==> config.mk <==
export PLATFORM = sky130hd
export DESIGN_NAME = multi_cycle_control
export DESIGN_NICKNAME = d
export VERILOG_FILES = /design/src/rtl/multi_cycle_control.sv
export SDC_FILE = /design/constraint.sdc
export NUM_CORES = 1
export LEC_CHECK = 0
export ABC_AREA = 1
export CORE_MARGIN = 1
export CORE_UTILIZATION = 38
export DETAILED_ROUTE_END_ITERATION = 10
export HOLD_SLACK_MARGIN = 0.05
export PLACE_DENSITY = 0.78
export SETUP_SLACK_MARGIN = 0.3
export SYNTH_ARGS = -nofsm -noshare
export SYNTH_HDL_FRONTEND = slang
export SYNTH_SLANG_ARGS = --single-unit
==> constraint.sdc <==
create_clock -name clk -period 1.69 [get_ports clk]
set_input_delay 0.338 -clock clk [delete_from_list [all_inputs] [get_ports clk]]
set_output_delay 0.338 -clock clk [all_outputs]
set_load 0.02 [all_outputs]
==> src/rtl/multi_cycle_control.sv <==
// Multi-cycle MIPS-style control unit: Moore FSM sequencing fetch, decode,
// memory, R-type, branch, addi and jump steps and driving datapath strobes.
// Optional build macro MULT_STALL_EN: holds RTEXEC for MULT_CYCLES cycles on mult.
module multi_cycle_control #(
  parameter int unsigned MULT_CYCLES = 4
) (
  input  logic       clk,
  input  logic       reset,
  input  logic [5:0] Opcode,
  input  logic [5:0] Funct,
  input  logic       MemReady,
  output logic       PCWrite,
  output logic       PCWriteCond,
  output logic       IorD,
  output logic       MemRead,
  output logic       MemWrite,
  output logic       IRWrite,
  output logic       MemToReg,
  output logic       RegDst,
  output logic       RegWrite,
  output logic       ALUSrcA,
  output logic [1:0] ALUSrcB,
  output logic [3:0] ALUOp,
  output logic [1:0] PCSource,
  output logic [3:0] State
);

  typedef enum logic [3:0] {
    StFetch  = 4'd0,
    StDecode = 4'd1,
    StMemAdr = 4'd2,
    StMemRd  = 4'd3,
    StMemWb  = 4'd4,
    StMemWr  = 4'd5,
    StRtExec = 4'd6,
    StRtWb   = 4'd7,
    StBeq    = 4'd8,
    StAddiEx = 4'd9,
    StAddiWb = 4'd10,
    StJump   = 4'd11
  } state_e;

  localparam logic [5:0] OpLw     = 6'b100011;
  localparam logic [5:0] OpSw     = 6'b101011;
  localparam logic [5:0] OpRtype  = 6'b000000;
  localparam logic [5:0] OpBeq    = 6'b000100;
  localparam logic [5:0] OpAddi   = 6'b001000;
  localparam logic [5:0] OpJ      = 6'b000010;
  localparam logic [5:0] FnMult   = 6'b011000;

  // Reject out-of-range stall lengths at elaboration time.
  if (MULT_CYCLES < 1 || MULT_CYCLES > 8) begin : g_bad_mult_cycles
    $error("MULT_CYCLES must be in 1..8");
  end

  state_e state;

`ifdef MULT_STALL_EN
  localparam logic [2:0] MultLoad = 3'(MULT_CYCLES - 1);
  logic [2:0] mult_cnt;
`endif

  // State register and next-state sequencing; reset abandons any instruction.
  always_ff @(posedge clk or posedge reset) begin
    if (reset) begin
      state <= StFetch;
`ifdef MULT_STALL_EN
      mult_cnt <= '0;
`endif
    end else begin
      unique case (state)
        StFetch:  if (MemReady) state <= StDecode;
        StDecode: begin
          case (Opcode)
            OpLw, OpSw: state <= StMemAdr;
            OpRtype: begin
              state <= StRtExec;
`ifdef MULT_STALL_EN
              // Counter holds the remaining extra RTEXEC cycles for mult.
              mult_cnt <= (Funct == FnMult) ? MultLoad : 3'd0;
`endif
            end
            OpBeq:  state <= StBeq;
            OpAddi: state <= StAddiEx;
            OpJ:    state <= StJump;
            default: state <= StFetch;
          endcase
        end
        StMemAdr: state <= (Opcode == OpSw) ? StMemWr : StMemRd;
        StMemRd:  if (MemReady) state <= StMemWb;
        StMemWb:  state <= StFetch;
        StMemWr:  if (MemReady) state <= StFetch;
        StRtExec: begin
`ifdef MULT_STALL_EN
          if (mult_cnt != 3'd0) mult_cnt <= mult_cnt - 3'd1;
          else                  state    <= StRtWb;
`else
          state <= StRtWb;
`endif
        end
        StRtWb:   state <= StFetch;
        StBeq:    state <= StFetch;
        StAddiEx: state <= StAddiWb;
        StAddiWb: state <= StFetch;
        StJump:   state <= StFetch;
        default:  state <= StFetch;
      endcase
    end
  end

  // Moore output decode; FETCH strobes follow MemReady, reset forces all zero.
  always_comb begin
    PCWrite     = 1'b0;
    PCWriteCond = 1'b0;
    IorD        = 1'b0;
    MemRead     = 1'b0;
    MemWrite    = 1'b0;
    IRWrite     = 1'b0;
    MemToReg    = 1'b0;
    RegDst      = 1'b0;
    RegWrite    = 1'b0;
    ALUSrcA     = 1'b0;
    ALUSrcB     = 2'b00;
    ALUOp       = 4'b0000;
    PCSource    = 2'b00;
    case (state)
      StFetch: begin
        MemRead = 1'b1;
        ALUSrcB = 2'b01;
        ALUOp   = 4'b0010;
        IRWrite = MemReady;
        PCWrite = MemReady;
      end
      StDecode: begin
        ALUSrcB = 2'b11;
        ALUOp   = 4'b0010;
      end
      StMemAdr, StAddiEx: begin
        ALUSrcA = 1'b1;
        ALUSrcB = 2'b10;
        ALUOp   = 4'b0010;
      end
      StMemRd: begin
        IorD    = 1'b1;
        MemRead = 1'b1;
      end
      StMemWb: begin
        MemToReg = 1'b1;
        RegWrite = 1'b1;
      end
      StMemWr: begin
        IorD     = 1'b1;
        MemWrite = 1'b1;
      end
      StRtExec: begin
        ALUSrcA = 1'b1;
        case (Funct)
          6'b100000: ALUOp = 4'b0010;
          6'b100010: ALUOp = 4'b0110;
          6'b100100: ALUOp = 4'b0000;
          6'b100101: ALUOp = 4'b0001;
          6'b101010: ALUOp = 4'b0111;
          6'b011000: ALUOp = 4'b1000;
          6'b100110: ALUOp = 4'b1101;
          6'b100111: ALUOp = 4'b1100;
          default:   ALUOp = 4'b0000;
        endcase
      end
      StRtWb: begin
        RegDst   = 1'b1;
        RegWrite = 1'b1;
      end
      StBeq: begin
        ALUSrcA     = 1'b1;
        ALUOp       = 4'b0110;
        PCWriteCond = 1'b1;
        PCSource    = 2'b01;
      end
      StAddiWb: RegWrite = 1'b1;
      StJump: begin
        PCWrite  = 1'b1;
        PCSource = 2'b10;
      end
      default: ;
    endcase
    if (reset) begin
      PCWrite     = 1'b0;
      PCWriteCond = 1'b0;
      IorD        = 1'b0;
      MemRead     = 1'b0;
      MemWrite    = 1'b0;
      IRWrite     = 1'b0;
      MemToReg    = 1'b0;
      RegDst      = 1'b0;
      RegWrite    = 1'b0;
      ALUSrcA     = 1'b0;
      ALUSrcB     = 2'b00;
      ALUOp       = 4'b0000;
      PCSource    = 2'b00;
    end
  end

  assign State = state;

endmodule

==> results of run 1 <==
through the flow:
stage	utilization (%)	std cells	hold WS (ns)	worst slack (ns)	cell area, um^2
after detailed placement	90.4	221	0.713	-0.707	1440
after global placement	90.4	221	0.711	-0.648	1440
after floorplan	-	136	0.372	0.207	865
cell families after synthesis:
group,after synthesis,share of synthesized area (%)
AOI/OAI and AO/OA,13,10.9
buffers and inverters,24,13.8
DFF,4,14.6
and+or+nand+nor,95,60.7
cells in the mapped netlist, drive strengths merged:
library cell | number | area, um^2
a31oi | 2 | 12.5
clkbuf | 1 | 3.75
o21ai | 4 | 23.8
nand3b | 2 | 15.0
dfrtp | 4 | 100
nand3 | 9 | 45.0
nand4 | 3 | 18.8
inv | 21 | 78.8
nor2 | 34 | 148
nor4 | 1 | 6.26
a21oi | 7 | 38.8
nor3 | 1 | 5.00
buf | 2 | 12.5
nand2 | 45 | 179
==> metrics.csv, run 1 <==
stage,metric,value,unit
placement,GP Congestion,0.851,
yosys,#FFs+latches synth,4,
clock_tree,H-Tree Depth,1,
yosys,Syn Inst Count,136,
floorplanning,io pins,37,
run_status,status,aborted with a tool error,
yosys,YS warnings,0,
placement,post-DP HPWL,2320,um
run_status,last stage reached,clock tree synthesis,
clock_tree,post_cts resized,158,
clock_tree,Inserted Clock Buffers,3,
clock_tree,CTS sink cnt,4,
floorplanning,Die Height,44.5,um
floorplanning,FP Rows,14,
yosys,Mapped Area,687,um^2
clock_tree,Root Driver,clkbuf_4,
yosys,sequential share of the synthesized area,14.6,%
placement,port bufs,36,
run_status,Err,"[ERROR DPL-0038] Utilization greater than 100%, impossible to legalize",
yosys,Post-Syn Nets,151,
yosys,mean post-synth cell area,5.05,um^2
floorplanning,Initial Util,43.1,%
clock_tree,Hold Buf Count CTS,0,
clock_tree,Post-CTS Setup Inserts,9,
clock_tree,Clock Path Buffers,2,
yosys,Unique masters post-synth,21,
floorplanning,Die Wd,44.5,um
==> run 2, diff against run 1 <==
==> config.mk (replaced) <==
export PLATFORM = sky130hd
export DESIGN_NAME = multi_cycle_control
export DESIGN_NICKNAME = d
export VERILOG_FILES = /design/src/rtl/multi_cycle_control.sv
export SDC_FILE = /design/constraint.sdc
export NUM_CORES = 1
export LEC_CHECK = 0
export ABC_AREA = 1
export CORE_AREA = 2 2 63 65
export DETAILED_ROUTE_END_ITERATION = 10
export DIE_AREA = 0 0 65 67
export PLACE_DENSITY_LB_ADDON = 0.15
export SYNTH_ARGS = -nofsm -noshare
export SYNTH_HDL_FRONTEND = slang
export SYNTH_SLANG_ARGS = --single-unit
==> run 2 against run 1 <==
The flow now finishes, with violations (setup timing). Synthesized cell count unchanged. Area after synthesis unchanged.
==> metrics.csv, run 2 <==
stage,metric,value,unit,change
yosys,proportion of netlist area held by the largest area contributor,22.4,%,unchanged
floorplanning,Core ar.,3610,um^2,
clock_tree,H-Tree Depth,1,,unchanged
yosys,"count leader, synth",nand2_1,,
yosys,number of synthesized flops with an enable pin,0,,unchanged
clock_tree,CTS tree,built,,
placement,GP Congestion,0.794,,-6.7%
critical_path,Register-to-Register Path Depth,9,,
final_layout,Final Non-Filler Cells,259,,
route,antenna-violating nets left,0,,
yosys,Unique masters post-synth,21,,unchanged
run_status,status,finished with violations,,
placement,post-DP HPWL,1990,um,-14%
route,via/cell ratio,4.19,,
floorplanning,Die Height,67,um,+51%
job,max-cap viol count,0,,
clock_tree,Inserted Clock Buffers,3,,unchanged
sta,final count of hold timing violations,0,,
placement,Setup WS pre-CTS,-0.692,ns,+0.0153 ns
global_routing,largest net degree at the start of global routing,11,,
sta,RSZ-0062 raised after global routing,true,,
yosys,"Primary FF master, synth",dfrtp_1,,
yosys,YS warnings,0,,unchanged
sta,post-route minimum period,1.80,ns,
final_layout,Layout Utilization,42.5,%,
sta,clk_skew,0.00384,ns,
global_routing,initial antenna violation count,0,,
critical_path,Setup Crit Path Kind,flip-flop to output pin,,
floorplanning,die area,4360,um^2,
run_status,failing checks,setup timing,,
pwr,Max VDD drop,0.000345,V,
final_layout,layout net count,228,,
global_routing,first-pass GRT wire length,4110,um,
route,DR iter-0 viols,14,,
clock_tree,Hold Buf Count CTS,0,,unchanged
clock_tree,clock-pin transition on the worst setup and hold timing paths,0.03,ns,
floorplanning,io pins,37,,unchanged
yosys,largest cells by area after synthesis,"nand2_1 22%, nor2_1 15%, dfrtp_1 15%",,
route,DRC viols,0,,
sta,final setup violation count,7,,
route,final WL,2640,um,
final_layout,"commonest non-fill, non-tap cell in the layout",buf_4,,
floorplanning,FP Rows,22,,+8
route,routed len/inst,10.2,um,
route,vias,1086,,
yosys,Mapped Area,687,um^2,unchanged
clock_tree,Clock Path Buffers,2,,unchanged
global_routing,vias in the first global route,1056,,
sta,Fmax,556,MHz,
sta,Fin Setup TNS,-0.318,ns,
pwr,total power divided by cell area,1090,nW/um^2,
global_routing,GR Util All Layers,11.6,%,
critical_path,crit path max fanout,7,,
pwr,Lkg Pwr,0.000782,uW,
yosys,#FFs+latches synth,4,,unchanged
sta,Max-slew headroom,78.8,%,
floorplanning,Initial Util,19.0,%,-24 points
critical_path,"Req. time, crit path",1.35,ns,
clock_tree,worst skew pair latency,0.21,ns,
final_layout,most frequent cells in the layout,"45 x buf_4, 34 x nand2_1, 18 x nor2_1",,
yosys,post-synth top area cell,nand2_1,,
route,DRT Pass-1 Iters,4,,
sta,Final Cycle Share,106,%,
hold_path,Hold Crit Class,primary input to asynchronous set/reset pin,,
critical_path,flop2flop setup slack,0.29,ns,
sta,worst slew pin tran,0.317,ns,
yosys,Syn Inst Count,136,,unchanged
sta,max-slew violations,0,,
final_layout,share of layout cells above drive strength 1,50.2,%,
floorplanning,Die Wd,65,um,+46%
global_routing,global route overflow,0,,
yosys,sequential share of the synthesized area,14.6,%,unchanged
sta,hold slack,0.331,ns,
yosys,Post-synth ARST share,100,%,unchanged
critical_path,CP arrival,1.46,ns,
final_layout,number of flip-flops in the largest register,4,,
yosys,mean post-synth cell area,5.05,um^2,unchanged
placement,Cell Count Post-Placement,243,,+10%
clock_tree,CTS sink cnt,4,,unchanged
yosys,synth cell count leaders,"41 x nand2_1, 28 x nor2_1, 19 x inv_1, 9 x nand3_1, 6 x a21oi_1",,
final_layout,antenna cells,0,,
clock_tree,Root Driver,clkbuf_8,,
sta,fin worst setup slack,-0.107,ns,
yosys,Post-Syn Nets,151,,unchanged
final_layout,Area Overhead vs Synth,123,%,
placement,port bufs,36,,unchanged
critical_path,Worst setup EP type,output pin,,
critical_path,CP startpoint kind,flip-flop,,
[run 2: logic make-up (layout without fill, tap and decap cells)]
group,after synthesis,after routing,synth area share (%)
flops,4,4,14.6
buf+inv,24,99,13.8
simple gates,95,95,60.7
compound gates,13,13,10.9
[run 2: layer usage]
| metal | GRT usage (%) | vias to the layer above | share of wire [%] | wire length (um) |
|---|---|---|---|---|
| met5 | 0 | - | 0 | 0 |
| met4 | 2.39 | 0 | 0 | 0 |
| met3 | 1.69 | 0 | 5.0 | 132 |
| met2 | 23.5 | 23 | 55 | 1440 |
| met1 | 12.5 | 487 | 40 | 1060 |
| li1 | - | 576 | - | - |
[run 2: area by class of cell]
class,count,area (um^2)
repair buffers,75,623
multi-input cells,108,619
clock buffers,3,41.3
flip-flops and latches,4,104
inverters,21,83.8
well taps,48,60.1
fillers,389,2070
[run 2: what timing repair did]
item / CTS / global route
buffers inserted: 3 / 9
pin swaps: 6 / 13
cloned: 0 / 1
resized for setup: 116 / 39
endpoints found under the setup margin: 20 / 17
[run 2: path summary, 6_finish.rpt]
| check | from | endpoint |
|---|---|---|
| worst max-delay path | State[1] | ALUSrcA |
| max in group asynchronous | reset | State[1] |
| worst min-delay path | reset | State[3] |
| min in group clk | State[0] | State[2] |
| worst min register to register | State[0] | State[2] |
| worst max register to register | State[1] | State[2] |
[run 2: power breakdown]
group	switching [uW]	leakage [uW]	internal, uW
Sequential	68.6	0.0000490	130
Combinational	643	0.000711	625
Clock	44.6	0.0000216	151
Total	756	0.000782	906
[run 2: critical path, stage by stage (launching register included)]
cell and delay [ns]:
dfrtp_2 0.46, buf_6 0.14, nand2_4 0.05, nor2_4 0.19, nor2_4 0.07, a31oi_1 0.17
buf_4 0.17
[run 2: stage by stage]
stage / total power [uW] / area (um^2)
final: 1660 / 1530
after global routing: 1790 / 1530
after CTS: 1450 / 1340
after detailed placement: 1210 / 1290
after global placement: 1220 / 1290
after floorplan: 664 / 696
No activity file was read; power rests on OpenSTA's default activity.
